$ cat config.mk
export PLATFORM = sky130hd
export DESIGN_NAME = mem_arb
export DESIGN_NICKNAME = d
export VERILOG_FILES = /design/src/rtl/mem_arb_pkg.sv /design/src/rtl/mem_arb_pick.sv /design/src/rtl/mem_arb.sv
export SDC_FILE = /design/constraint.sdc
export NUM_CORES = 1
export LEC_CHECK = 0
export CORE_ASPECT_RATIO = 1.1
export CORE_MARGIN = 2
export CORE_UTILIZATION = 45
export DETAILED_ROUTE_END_ITERATION = 10
export PLACE_DENSITY_LB_ADDON = 0.25
export SKIP_LAST_GASP = 1
export SLEW_MARGIN = 20
export SYNTH_ARGS = -nofsm -noshare
export SYNTH_HDL_FRONTEND = slang
export SYNTH_HIERARCHICAL = 1
export SYNTH_SLANG_ARGS = --single-unit
$ cat constraint.sdc
create_clock -name clk -period 5.55 [get_ports clk]
set_input_delay 0.8325 -clock clk [delete_from_list [all_inputs] [get_ports clk]]
set_output_delay 0.8325 -clock clk [all_outputs]
set_load 0.005 [all_outputs]
$ cat src/rtl/mem_arb_pkg.sv
// Shared types and constants for the instruction/data memory arbiter.
// The strict-alternation option is selected with the MEM_ARB_RR_EN macro.
package mem_arb_pkg;

    localparam int unsigned MEM_LAT_MAX = 15;
    localparam int unsigned CNT_W       = 4;

    typedef enum logic [1:0] {
        ARB_IDLE   = 2'd0,
        ARB_ACCESS = 2'd1,
        ARB_WAIT   = 2'd2,
        ARB_DONE   = 2'd3
    } arb_state_e;

    typedef enum logic {
        ARB_PORT_IF = 1'b0,
        ARB_PORT_D  = 1'b1
    } arb_port_e;

    // True when a read latency fits the wait counter and is non-zero.
    function automatic logic lat_legal(input int unsigned lat);
        return (lat >= 1) && (lat <= MEM_LAT_MAX);
    endfunction

endpackage

$ cat src/rtl/mem_arb_pick.sv
// Grant selection between fetch and data requesters.
// Default: data port always wins a tie. With MEM_ARB_RR_EN defined, a tie
// goes to the port that did not win the previous grant.
module mem_arb_pick
    import mem_arb_pkg::*;
(
    input  logic      if_req,
    input  logic      d_req,
    input  arb_port_e last_gnt,
    output logic      gnt_valid,
    output arb_port_e gnt_port
);

`ifdef MEM_ARB_RR_EN
    // Single requester always wins; on a tie alternate away from last_gnt.
    always_comb begin
        gnt_valid = if_req | d_req;
        gnt_port  = ARB_PORT_D;
        if (if_req && !d_req) begin
            gnt_port = ARB_PORT_IF;
        end else if (if_req && d_req && (last_gnt == ARB_PORT_D)) begin
            gnt_port = ARB_PORT_IF;
        end
    end
`else
    // Fixed priority: data beats fetch; history is tracked but not consulted.
    always_comb begin
        gnt_valid = if_req | d_req;
        gnt_port  = ARB_PORT_D;
        if (if_req && !d_req) begin
            gnt_port = ARB_PORT_IF;
        end
    end

    logic unused_last_gnt;
    assign unused_last_gnt = ^last_gnt;
`endif

endmodule

$ cat src/rtl/mem_arb.sv
// Single-port memory arbiter shared by instruction fetch and load/store.
// A granted request is latched, strobed to memory for one cycle, then the
// arbiter waits MEM_LAT cycles, captures read data and pulses *_done.
// Optional MEM_ARB_RR_EN selects alternating grants on ties (see mem_arb_pick).
module mem_arb
    import mem_arb_pkg::*;
#(
    parameter int unsigned AW      = 32,
    parameter int unsigned DW      = 32,
    parameter int unsigned MEM_LAT = 1
) (
    input  logic          clk,
    input  logic          rst,
    input  logic          if_req,
    input  logic [AW-1:0] if_addr,
    output logic          if_done,
    output logic [DW-1:0] if_rdata,
    output logic          if_stall,
    input  logic          d_req,
    input  logic          d_we,
    input  logic [AW-1:0] d_addr,
    input  logic [DW-1:0] d_wdata,
    output logic          d_done,
    output logic [DW-1:0] d_rdata,
    output logic          d_stall,
    output logic          mem_en,
    output logic          mem_we,
    output logic [AW-1:0] mem_addr,
    output logic [DW-1:0] mem_wdata,
    input  logic [DW-1:0] mem_rdata
);

    // Reject latencies the wait counter cannot represent.
    if (!lat_legal(MEM_LAT)) begin : g_bad_lat
        $error("mem_arb: MEM_LAT must be in 1..15");
    end

    localparam logic [CNT_W-1:0] LAT_INIT = CNT_W'(MEM_LAT);

    arb_state_e       state_q,    state_d;
    arb_port_e        last_gnt_q, last_gnt_d;
    arb_port_e        port_q,     port_d;
    logic [CNT_W-1:0] cnt_q,      cnt_d;
    logic             we_q,       we_d;
    logic [AW-1:0]    addr_q,     addr_d;
    logic [DW-1:0]    wdata_q,    wdata_d;
    logic             mem_en_q,   mem_en_d;
    logic             mem_we_q,   mem_we_d;
    logic             if_done_q,  if_done_d;
    logic             d_done_q,   d_done_d;
    logic [DW-1:0]    if_rdata_q, if_rdata_d;
    logic [DW-1:0]    d_rdata_q,  d_rdata_d;

    logic             gnt_valid;
    arb_port_e        gnt_port;
    logic             cnt_last;

    assign cnt_last = (cnt_q == CNT_W'(1));

    mem_arb_pick u_pick (
        .if_req    (if_req),
        .d_req     (d_req),
        .last_gnt  (last_gnt_q),
        .gnt_valid (gnt_valid),
        .gnt_port  (gnt_port)
    );

    // State register; reset aborts any access in flight.
    always_ff @(posedge clk or negedge rst) begin
        if (!rst) begin
            state_q <= ARB_IDLE;
        end else begin
            state_q <= state_d;
        end
    end

    // Next-state: IDLE -> ACCESS -> WAIT (MEM_LAT cycles) -> DONE -> IDLE.
    always_comb begin
        state_d = state_q;
        case (state_q)
            ARB_IDLE:   if (gnt_valid) state_d = ARB_ACCESS;
            ARB_ACCESS: state_d = ARB_WAIT;
            ARB_WAIT:   if (cnt_last) state_d = ARB_DONE;
            ARB_DONE:   state_d = ARB_IDLE;
            default:    state_d = ARB_IDLE;
        endcase
    end

    // Datapath and output next values for each state.
    always_comb begin
        last_gnt_d = last_gnt_q;
        port_d     = port_q;
        cnt_d      = cnt_q;
        we_d       = we_q;
        addr_d     = addr_q;
        wdata_d    = wdata_q;
        mem_en_d   = 1'b0;
        mem_we_d   = 1'b0;
        if_done_d  = 1'b0;
        d_done_d   = 1'b0;
        if_rdata_d = if_rdata_q;
        d_rdata_d  = d_rdata_q;
        case (state_q)
            ARB_IDLE: begin
                if (gnt_valid) begin
                    port_d     = gnt_port;
                    last_gnt_d = gnt_port;
                    mem_en_d   = 1'b1;
                    if (gnt_port == ARB_PORT_D) begin
                        we_d     = d_we;
                        addr_d   = d_addr;
                        wdata_d  = d_wdata;
                        mem_we_d = d_we;
                    end else begin
                        we_d     = 1'b0;
                        addr_d   = if_addr;
                        wdata_d  = '0;
                        mem_we_d = 1'b0;
                    end
                end
            end
            ARB_ACCESS: begin
                cnt_d = LAT_INIT;
            end
            ARB_WAIT: begin
                cnt_d = cnt_q - CNT_W'(1);
                if (cnt_last) begin
                    if (port_q == ARB_PORT_D) begin
                        d_done_d = 1'b1;
                        if (!we_q) d_rdata_d = mem_rdata;
                    end else begin
                        if_done_d  = 1'b1;
                        if_rdata_d = mem_rdata;
                    end
                end
            end
            ARB_DONE: begin
            end
            default: begin
            end
        endcase
    end

    // Latched request, memory strobes, done pulses and read data.
    always_ff @(posedge clk or negedge rst) begin
        if (!rst) begin
            last_gnt_q <= ARB_PORT_D;
            port_q     <= ARB_PORT_D;
            cnt_q      <= '0;
            we_q       <= 1'b0;
            addr_q     <= '0;
            wdata_q    <= '0;
            mem_en_q   <= 1'b0;
            mem_we_q   <= 1'b0;
            if_done_q  <= 1'b0;
            d_done_q   <= 1'b0;
            if_rdata_q <= '0;
            d_rdata_q  <= '0;
        end else begin
            last_gnt_q <= last_gnt_d;
            port_q     <= port_d;
            cnt_q      <= cnt_d;
            we_q       <= we_d;
            addr_q     <= addr_d;
            wdata_q    <= wdata_d;
            mem_en_q   <= mem_en_d;
            mem_we_q   <= mem_we_d;
            if_done_q  <= if_done_d;
            d_done_q   <= d_done_d;
            if_rdata_q <= if_rdata_d;
            d_rdata_q  <= d_rdata_d;
        end
    end

    assign mem_en    = mem_en_q;
    assign mem_we    = mem_we_q;
    assign mem_addr  = addr_q;
    assign mem_wdata = wdata_q;
    assign if_done   = if_done_q;
    assign d_done    = d_done_q;
    assign if_rdata  = if_rdata_q;
    assign d_rdata   = d_rdata_q;

    // Core freezes while its own request is outstanding.
    assign if_stall = if_req & ~if_done_q;
    assign d_stall  = d_req & ~d_done_q;

endmodule

==> results.yml, run 1 <==
run_status:
  status: "complete, no violations"
clocking:
  ctsHoldBuffers: 0
  cts-root-buf: "clkbuf_16"
  clk_path_buf_depth: 2
  tritoncts: "yes"
  clkSlewWorstSetupHoldPaths_ns: 0.05
  h-tree-depth: 4
  clock_sinks: 140
  clk_latency_ns: 0.41
  post_cts_resize_count: 0
  numCtsBuffers: 17
  postCtsSetupBuffers: 0
setup_path:
  cp_common_cell: "clkdlybuf4s50_1"
  path_buf_inv: 2
  cp_max_fo: 3
  startpoint_type: "input pin"
  required_ns: 4.72
  slowest_delay_ns: 0.55
  crit_chain: "clkdlybuf4s50_1 -> nor2b_1 -> clkdlybuf4s50_1"
  worstPathArrival_ns: 2.08
  cp_slowest_cell: "clkdlybuf4s50_1"
  path_class: "in2out"
  path_delay_family: "buffers and inverters"
  crit_path_end_kind: "primary output"
synthesis:
  synth_warnings: 6
  yosys.area.top_type: "dfrtp_1"
  synth_top_area_share_pct: 59.53
  synth_cell_types: 32
  synthesis.nets: 606
  synth_top_family_by_area: "multiplexers"
  synthAdderAreaFrac_pct: 1.071
  synth_area_leaders: "dfrtp_1, mux2_4, nand2_1, mux2_2, mux2i_1"
  synthMuxAreaShare_pct: 19.85
  synth_seq_cells: 140
  synth-compound-area-share_pct: 3.704
  yosysSeqAreaShare_pct: 59.98
  syn_area_mm2: 0.005843
  synth-simple-area-share_pct: 11.58
  synthCells: 468
  syn_avg_cell_area_um2: 12.49
  synthXorXnorAreaFrac_pct: 0
floorplanning:
  core_area_mm2: 0.01264
  die_h_um: 123.5
  die-area_mm2: 0.01391
  start_util_pct: 46.21
  ios: 267
  num_rows: 43
  chipWidth_um: 112.6
placement:
  portBuffers: 266
  post-dp-hpwl_mm: 10.76
  placedCellCount: 866
  gp_congestion: 0.7603
  place_area_mm2: 0.008543
global_routing:
  grt_max_degree: 99
  first_global_vias: 4705
  overflow: 0
  antenna_found_initial: 0
  grt_first_pass_wirelength_mm: 23.86
  gr-usage-all-layers_pct: 22.12
finish:
  area_growth_pct: 56.08
  fill_cells: 900
  fin_cells: 898
  finish.utilization_pct: 72.13
  final_area_mm2: 0.009120
  drive_above_1_share_pct: 13.77
  diodes: 0
  finalNetCount: 866
route:
  totalWireLength_mm: 14.89
  drc: 0
  first_pass_iters: 4
  ant_nets: 0
  drtIter0Drc: 176
  route.vias.total: 4444
  vias_per_cell: 4.949
  drt-wirelength-per-cell_um: 16.58
timing:
  period_minus_slack_ns: 2.912
  worst_slew_pin_slew_ns: 0.9078
  fmax_mhz: 343.4
  setup_viol: 0
  finalCritPeriodShare_pct: 52.46
  slew_violations: 0
  final-hold-violation-count: 0
  fin_tns_setup_ns: 0
  finClkSkew_ns: 0.004801
  maxSlewHeadroom_pct: 39.48
  hold_slack_ns: 0.4378
  rsz0062_at_grt: "false"
run:
  cap_violations: 0
pwr:
  peakVddDrop_mv: 0.3572
  p_leak_uw: 0.004215
  power_density_mw_per_mm2: 554.2
hold_path:
  hold_path.class: "in2async"
power breakdown:
group	internal, uW	leakage [uW]	switching [uW]	total (uW)
combinational	1380	0.00223	802	2180
clock	685	0.000286	392	1080
sequential	1520	0.00170	274	1800
total	3590	0.00421	1470	5050
state kept, by name (all words and copies together), names as in the netlist:
name	cells
port_q	1
state_q	2
mem_addr	32
mem_we	1
if_done	1
d_rdata	32
mem_en	1
if_rdata	32
cnt_q	4
mem_wdata	32
we_q	1
d_done	1
cells in the final DEF, fill, tap and decap left out, types with 5 or more instances in the layout:
cell | synthesis | routed
mux2_4 | 29 | 29
mux2_2 | 32 | 32
dfrtp_1 | 139 | 139
nand2_1 | 101 | 100
inv_1 | 5 | 5
nand3_1 | 34 | 34
o21ai_0 | 35 | 35
clkdlybuf4s50_1 | 0 | 265
clkbuf_8 | 0 | 6
mux2i_1 | 33 | 33
ha_1 | 5 | 5
clkbuf_16 | 0 | 17
cell usage after synthesis:
master / n
dfrtp_1: 139
nand2_1: 101
o21ai_0: 35
nand3_1: 34
mux2i_1: 33
mux2_2: 32
mux2_4: 29
clkbuf_1: 17
buf_6: 5
ha_1: 5
inv_1: 5
buf_2: 4
nor2b_1: 4
buf_12: 3
mux2_1: 3
a21oi_1: 2
and3_1: 2
a21o_1: 1
a2bb2oi_1: 1
and2_1: 1
and4bb_4: 1
clkinv_1: 1
dfstp_2: 1
nand2b_1: 1
nand3b_1: 1
nand3b_4: 1
nor2b_4: 1
nor3_1: 1
o21ai_1: 1
o32a_1: 1
or2_1: 1
or3b_2: 1
area by class of cell:
| cell class | count | area, um^2 | share of cell area, % |
|---|---|---|---|
| flip-flops and latches | 140 | 3505 | 38.43 |
| repair buffers | 270 | 2694 | 29.54 |
| multi-input cells | 293 | 2126 | 23.31 |
| clock buffers | 26 | 519.2 | 5.694 |
| well taps | 157 | 196.4 | 2.154 |
| clock inverters | 6 | 57.56 | 0.6311 |
| inverters | 6 | 22.52 | 0.2469 |
stage by stage:
step	power (uW)	setup WS [ns]
2_1_floorplan	2763	3.583
3_3_place_gp	3926	2.639
3_5_place_dp	4014	2.628
4_1_cts	5129	2.628
5_1_grt	5385	2.572
6_report	5054	2.638
path summary, 6_finish.rpt:
path                                           startpoint                        end  slack, ns  cells past startpoint
worst max-delay path                               if_req                   if_stall       2.64                      3
worst min-delay path                                  rst     d_rdata[2]$_DFFE_PN0P_       0.44                      1
worst max register to register     state_q[0]$_DFFE_PN0P_    if_rdata[0]$_DFFE_PN0P_       3.24                      6
worst min register to register  mem_wdata[22]$_DFFE_PN0P_  mem_wdata[22]$_DFFE_PN0P_       0.47                      2
max in group asynchronous                             rst    d_rdata[29]$_DFFE_PN0P_       3.85                      2
min in group clk                mem_wdata[22]$_DFFE_PN0P_  mem_wdata[22]$_DFFE_PN0P_       0.47                      2
per-layer routing:
metal | wire length (um) | global-route usage, % | vias up
met5 | 0 | 0 | -
met3 | 1388 | 8.088 | 23
met1 | 5716 | 25.61 | 2114
met4 | 277 | 8.765 | 0
li1 | - | - | 2105
met2 | 7509 | 37.57 | 202
kinds of logic (layout without fill, tap and decap cells):
group | Yosys count | after routing
flip-flops | 140 | 140
multiplexers | 97 | 97
buffers and inverters | 35 | 308
AND/OR/NAND/NOR | 150 | 150
adder cells (fa/ha/maj) | 5 | 5
AO/OA/AOI/OAI | 41 | 41
Power figures use the tool's default switching activity.
==> run 2: changes to the inputs <==
Settings changed: CORE_UTILIZATION 45 to 42.
Clock period 5.55 ns to 2.9 ns, I/O delays scaled along.
==> results.yml, run 2 (synthesis gave the netlist of run 1 again) <==
floorplanning:
  num_rows: 45
  die-area_mm2: 0.01487
  start_util_pct: 42.71
  ios: 267
  die_h_um: 127.7
  chipWidth_um: 116.5
  core_area_mm2: 0.01368
global_routing:
  antenna_found_initial: 0
  grt_first_pass_wirelength_mm: 24.14
  first_global_vias: 4737
  grt_max_degree: 99
  overflow: 0
  gr-usage-all-layers_pct: 21.18
route:
  ant_nets: 0
  vias_per_cell: 4.778
  first_pass_iters: 4
  totalWireLength_mm: 15.35
  drc: 0
  drtIter0Drc: 214
  route.vias.total: 4467
  drt-wirelength-per-cell_um: 16.42
timing:
  finalCritPeriodShare_pct: 73.27
  period_minus_slack_ns: 2.125
  maxSlewHeadroom_pct: 66.03
  fin_tns_setup_ns: 0
  worst_slew_pin_slew_ns: 0.5096
  slew_violations: 0
  finClkSkew_ns: 0.004683
  setup_viol: 0
  final-hold-violation-count: 0
  rsz0062_at_grt: "false"
  fmax_mhz: 470.6
  hold_slack_ns: 0.4693
clocking:
  clk_path_buf_depth: 2
  h-tree-depth: 4
  post_cts_resize_count: 0
  cts-root-buf: "clkbuf_16"
  numCtsBuffers: 17
  tritoncts: "yes"
  postCtsSetupBuffers: 0
  clk_latency_ns: 0.41
  clock_sinks: 140
  ctsHoldBuffers: 1
  clkSlewWorstSetupHoldPaths_ns: 0.06
run_status:
  status: "complete, no violations"
setup_path:
  path_class: "reg2reg"
  crit_path_end_kind: "flop"
  cp_max_fo: 32
  required_ns: 3.19
  worstPathArrival_ns: 2.41
  startpoint_type: "flop"
placement:
  post-dp-hpwl_mm: 11.05
  gp_congestion: 0.8053
  placedCellCount: 902
  portBuffers: 266
finish:
  layout_common_cells: "clkdlybuf4s50_1, dfrtp_1, nand2_1, o21ai_0, nand3_1"
  fill_cells: 1052
  diodes: 0
  fin_cells: 935
  drive_above_1_share_pct: 14.59
  finalNetCount: 872
  area_growth_pct: 58.33
  final_common_cell: "clkdlybuf4s50_1"
pwr:
  p_leak_uw: 0.004240
  finalPower_uw: 9766
  power_density_mw_per_mm2: 1056
  peakVddDrop_mv: 0.5077
hold_path:
  hold_path.class: "reg2reg"
run:
  cap_violations: 0
run 2: final cells by class:
class	instances	area, um^2	share of cell area, %
tap	188	235.2	2.543
clock buffer	19	442.9	4.788
multi-input combinational	293	2126	22.98
clock inverter	13	141.4	1.528
timing repair buffer	276	2779	30.04
sequential	140	3505	37.88
inverter	6	22.52	0.2434
run 2: stage by stage:
stage	setup WS (ns)	area, um^2	utilization, %
final	0.7752	9251	67.62
after global routing	0.6398	9251	67.62
after detailed placement	0.7548	8657	63.27
after floorplan	1.099	5843	-
after CTS	0.7546	9251	67.62
after global placement	0.7733	8657	63.27
run 2: worst paths after layout:
path / to / startpoint / slack [ns] / depth (start not counted)
min in group asynchronous: if_rdata[10]$_DFFE_PN0P_ / rst / 0.53 / 2
max: d_rdata[6]$_DFFE_PN0P_ / state_q[0]$_DFFE_PN0P_ / 0.78 / 5
max in group asynchronous: mem_addr[24]$_DFFE_PN0P_ / rst / 1.50 / 3
min: mem_wdata[0]$_DFFE_PN0P_ / mem_wdata[0]$_DFFE_PN0P_ / 0.47 / 2
min reg2reg: mem_wdata[0]$_DFFE_PN0P_ / mem_wdata[0]$_DFFE_PN0P_ / 0.47 / 2
max reg2reg: d_rdata[6]$_DFFE_PN0P_ / state_q[0]$_DFFE_PN0P_ / 0.78 / 5
run 2: critical path: stages (launching register included):
cell	delay, ns
dfrtp_1	0.37
inv_1	0.11
ha_1	0.32
and4bb_4	0.31
nand3b_4	0.41
mux2_1	0.47
run 2: routing by layer:
metal	part of all wire (%)	routed length, um	track usage [%]	vias up
met5	0	0	0	-
met4	2.1	330	7.703	0
met3	10	1571	8.132	23
met2	47	7281	35.02	207
met1	40	6168	25.08	2125
li1	-	-	-	2112
run 2: power breakdown:
group	switching [uW]	internal, uW	total (uW)
combinational	1530	2660	4200
sequential	542	2920	3460
clock	822	1290	2110
total	2900	6870	9770
==> run 3: changes to the inputs <==
Clock period 2.9 ns to 2.1 ns, I/O delays scaled along.
==> results.yml, run 3 (synthesis gave the netlist of run 1 again) <==
timing:
  finClkSkew_ns: 0.007620
  fin_tns_setup_ns: 0
  worst_slew_pin_slew_ns: 0.4390
  final-hold-violation-count: 0
  slew_violations: 0
  finalCritPeriodShare_pct: 88.21
  maxSlewHeadroom_pct: 70.73
  period_minus_slack_ns: 1.852
  setup_viol: 0
  rsz0062_at_grt: "false"
  fmax_mhz: 539.9
finish:
  final_common_cell: "clkdlybuf4s50_1"
  layout_common_cells: "clkdlybuf4s50_1, dfrtp_1, nand2_1, o21ai_0, nand3_1"
  area_growth_pct: 60.02
  finish.utilization_pct: 68.34
  finalNetCount: 877
  drive_above_1_share_pct: 14.65
  diodes: 0
route:
  met2_length_mm: 7.415
  vias_per_cell: 4.802
  ant_nets: 0
  drt-wirelength-per-cell_um: 16.00
  route.vias.total: 4509
  topRoutingLayerUsed: "met4"
  totalWireLength_mm: 15.02
  drc: 0
  drtIter0Drc: 223
  wl_met1_mm: 5.915
  wl_met3_mm: 1.467
  first_pass_iters: 6
pwr:
  peakVddDrop_mv: 0.6138
  p_leak_uw: 0.004305
  finalPower_uw: 13520
  power_density_mw_per_mm2: 1446
floorplanning:
  die-area_mm2: 0.01487
  num_rows: 45
  chipWidth_um: 116.5
  start_util_pct: 42.71
  die_h_um: 127.7
  core_area_mm2: 0.01368
  ios: 267
global_routing:
  grt_max_degree: 63
  overflow: 0
  first_global_vias: 4689
  antenna_found_initial: 0
  gr-usage-all-layers_pct: 20.89
  grt_first_pass_wirelength_mm: 23.47
setup_path:
  r2r_start: "state_q[0]$_DFFE_PN0P_"
  required_ns: 2.39
  cp_slowest_cell: "dfrtp_1"
  startpoint_type: "flop"
  crit_path_end_kind: "flop"
  worstPathArrival_ns: 2.14
  crit_chain: "inv_1 -> ha_1 -> and4bb_4 -> nand3b_4 -> buf_12 -> mux2_2"
  path_class: "reg2reg"
  slowest_delay_ns: 0.38
  cp_max_fo: 17
  rr_worst_depth: 6
  r2r-end: "d_rdata[20]$_DFFE_PN0P_"
  r2r_slack_ns: 0.25
  critical_path.startpoint: "state_q[0]$_DFFE_PN0P_"
clocking:
  clkSlewWorstSetupHoldPaths_ns: 0.06
  post_cts_resize_count: 0
  h-tree-depth: 4
  clock_sinks: 140
  clk_path_buf_depth: 2
  clk_latency_ns: 0.41
  tritoncts: "yes"
  cts-root-buf: "clkbuf_16"
  postCtsSetupBuffers: 0
  numCtsBuffers: 17
  ctsHoldBuffers: 1
placement:
  gp_congestion: 0.7891
  post-dp-hpwl_mm: 11.31
  portBuffers: 266
run_status:
  status: "complete, no violations"
hold_path:
  hold_path.class: "in2async"
run:
  cap_violations: 0
==> run 3: metrics by stage <==
stage	hold WS [ns]	cells	cell area, um^2	setup slack [ns]
3_5_place_dp	0.2715	907	8770	0.2210
4_1_cts	0.3991	939	9350	0.2295
2_1_floorplan	0.01941	468	5843	0.2986
5_1_grt	0.4414	939	9350	0.09778
3_3_place_gp	0.2694	907	8770	0.2691
6_report	0.4102	939	9350	0.2477
==> run 3: worst max-delay path: cells and delay by family, from the launching register on <==
kind | cells | cell delay (ns)
adder cells (fa/ha/maj) | 1 | 0.19
buffers and inverters | 2 | 0.36
flip-flops | 1 | 0.38
multiplexers | 1 | 0.27
AND/OR/NAND/NOR | 2 | 0.53
==> run 3: layout make-up <==
cell class,count,area [um^2]
Multi-Input combinational cell,293,2126
Sequential cell,140,3505
Clock inverter,7,88.84
Fill cell,986,4332
Tap cell,188,235.2
Clock buffer,24,481.7
Timing Repair Buffer,281,2892
Inverter,6,22.52
==> run 3: power by group <==
group / internal [uW] / switching [uW]
Clock: 1830 / 1040
Combinational: 3780 / 2100
Sequential: 4030 / 736
==> run 3: layer usage <==
metal / up-vias / global-route usage [%]
met5: - / 0
met4: 0 / 7.563
met3: 18 / 8.085
met2: 203 / 34.99
met1: 2163 / 24.28
li1: 2125 / -
==> run 3: how the worst max path moves through the flow <==
stage / to / slack [ns] / cells past startpoint
2_1_floorplan: if_rdata[10]$_DFFE_PN0P_ / 0.30 / 8
3_3_place_gp: mem_addr[27]$_DFFE_PN0P_ / 0.27 / 5
3_5_place_dp: mem_addr[1]$_DFFE_PN0P_ / 0.22 / 5
4_1_cts: if_rdata[18]$_DFFE_PN0P_ / 0.23 / 6
5_1_grt: d_rdata[20]$_DFFE_PN0P_ / 0.1 / 6
6_report: d_rdata[20]$_DFFE_PN0P_ / 0.25 / 6
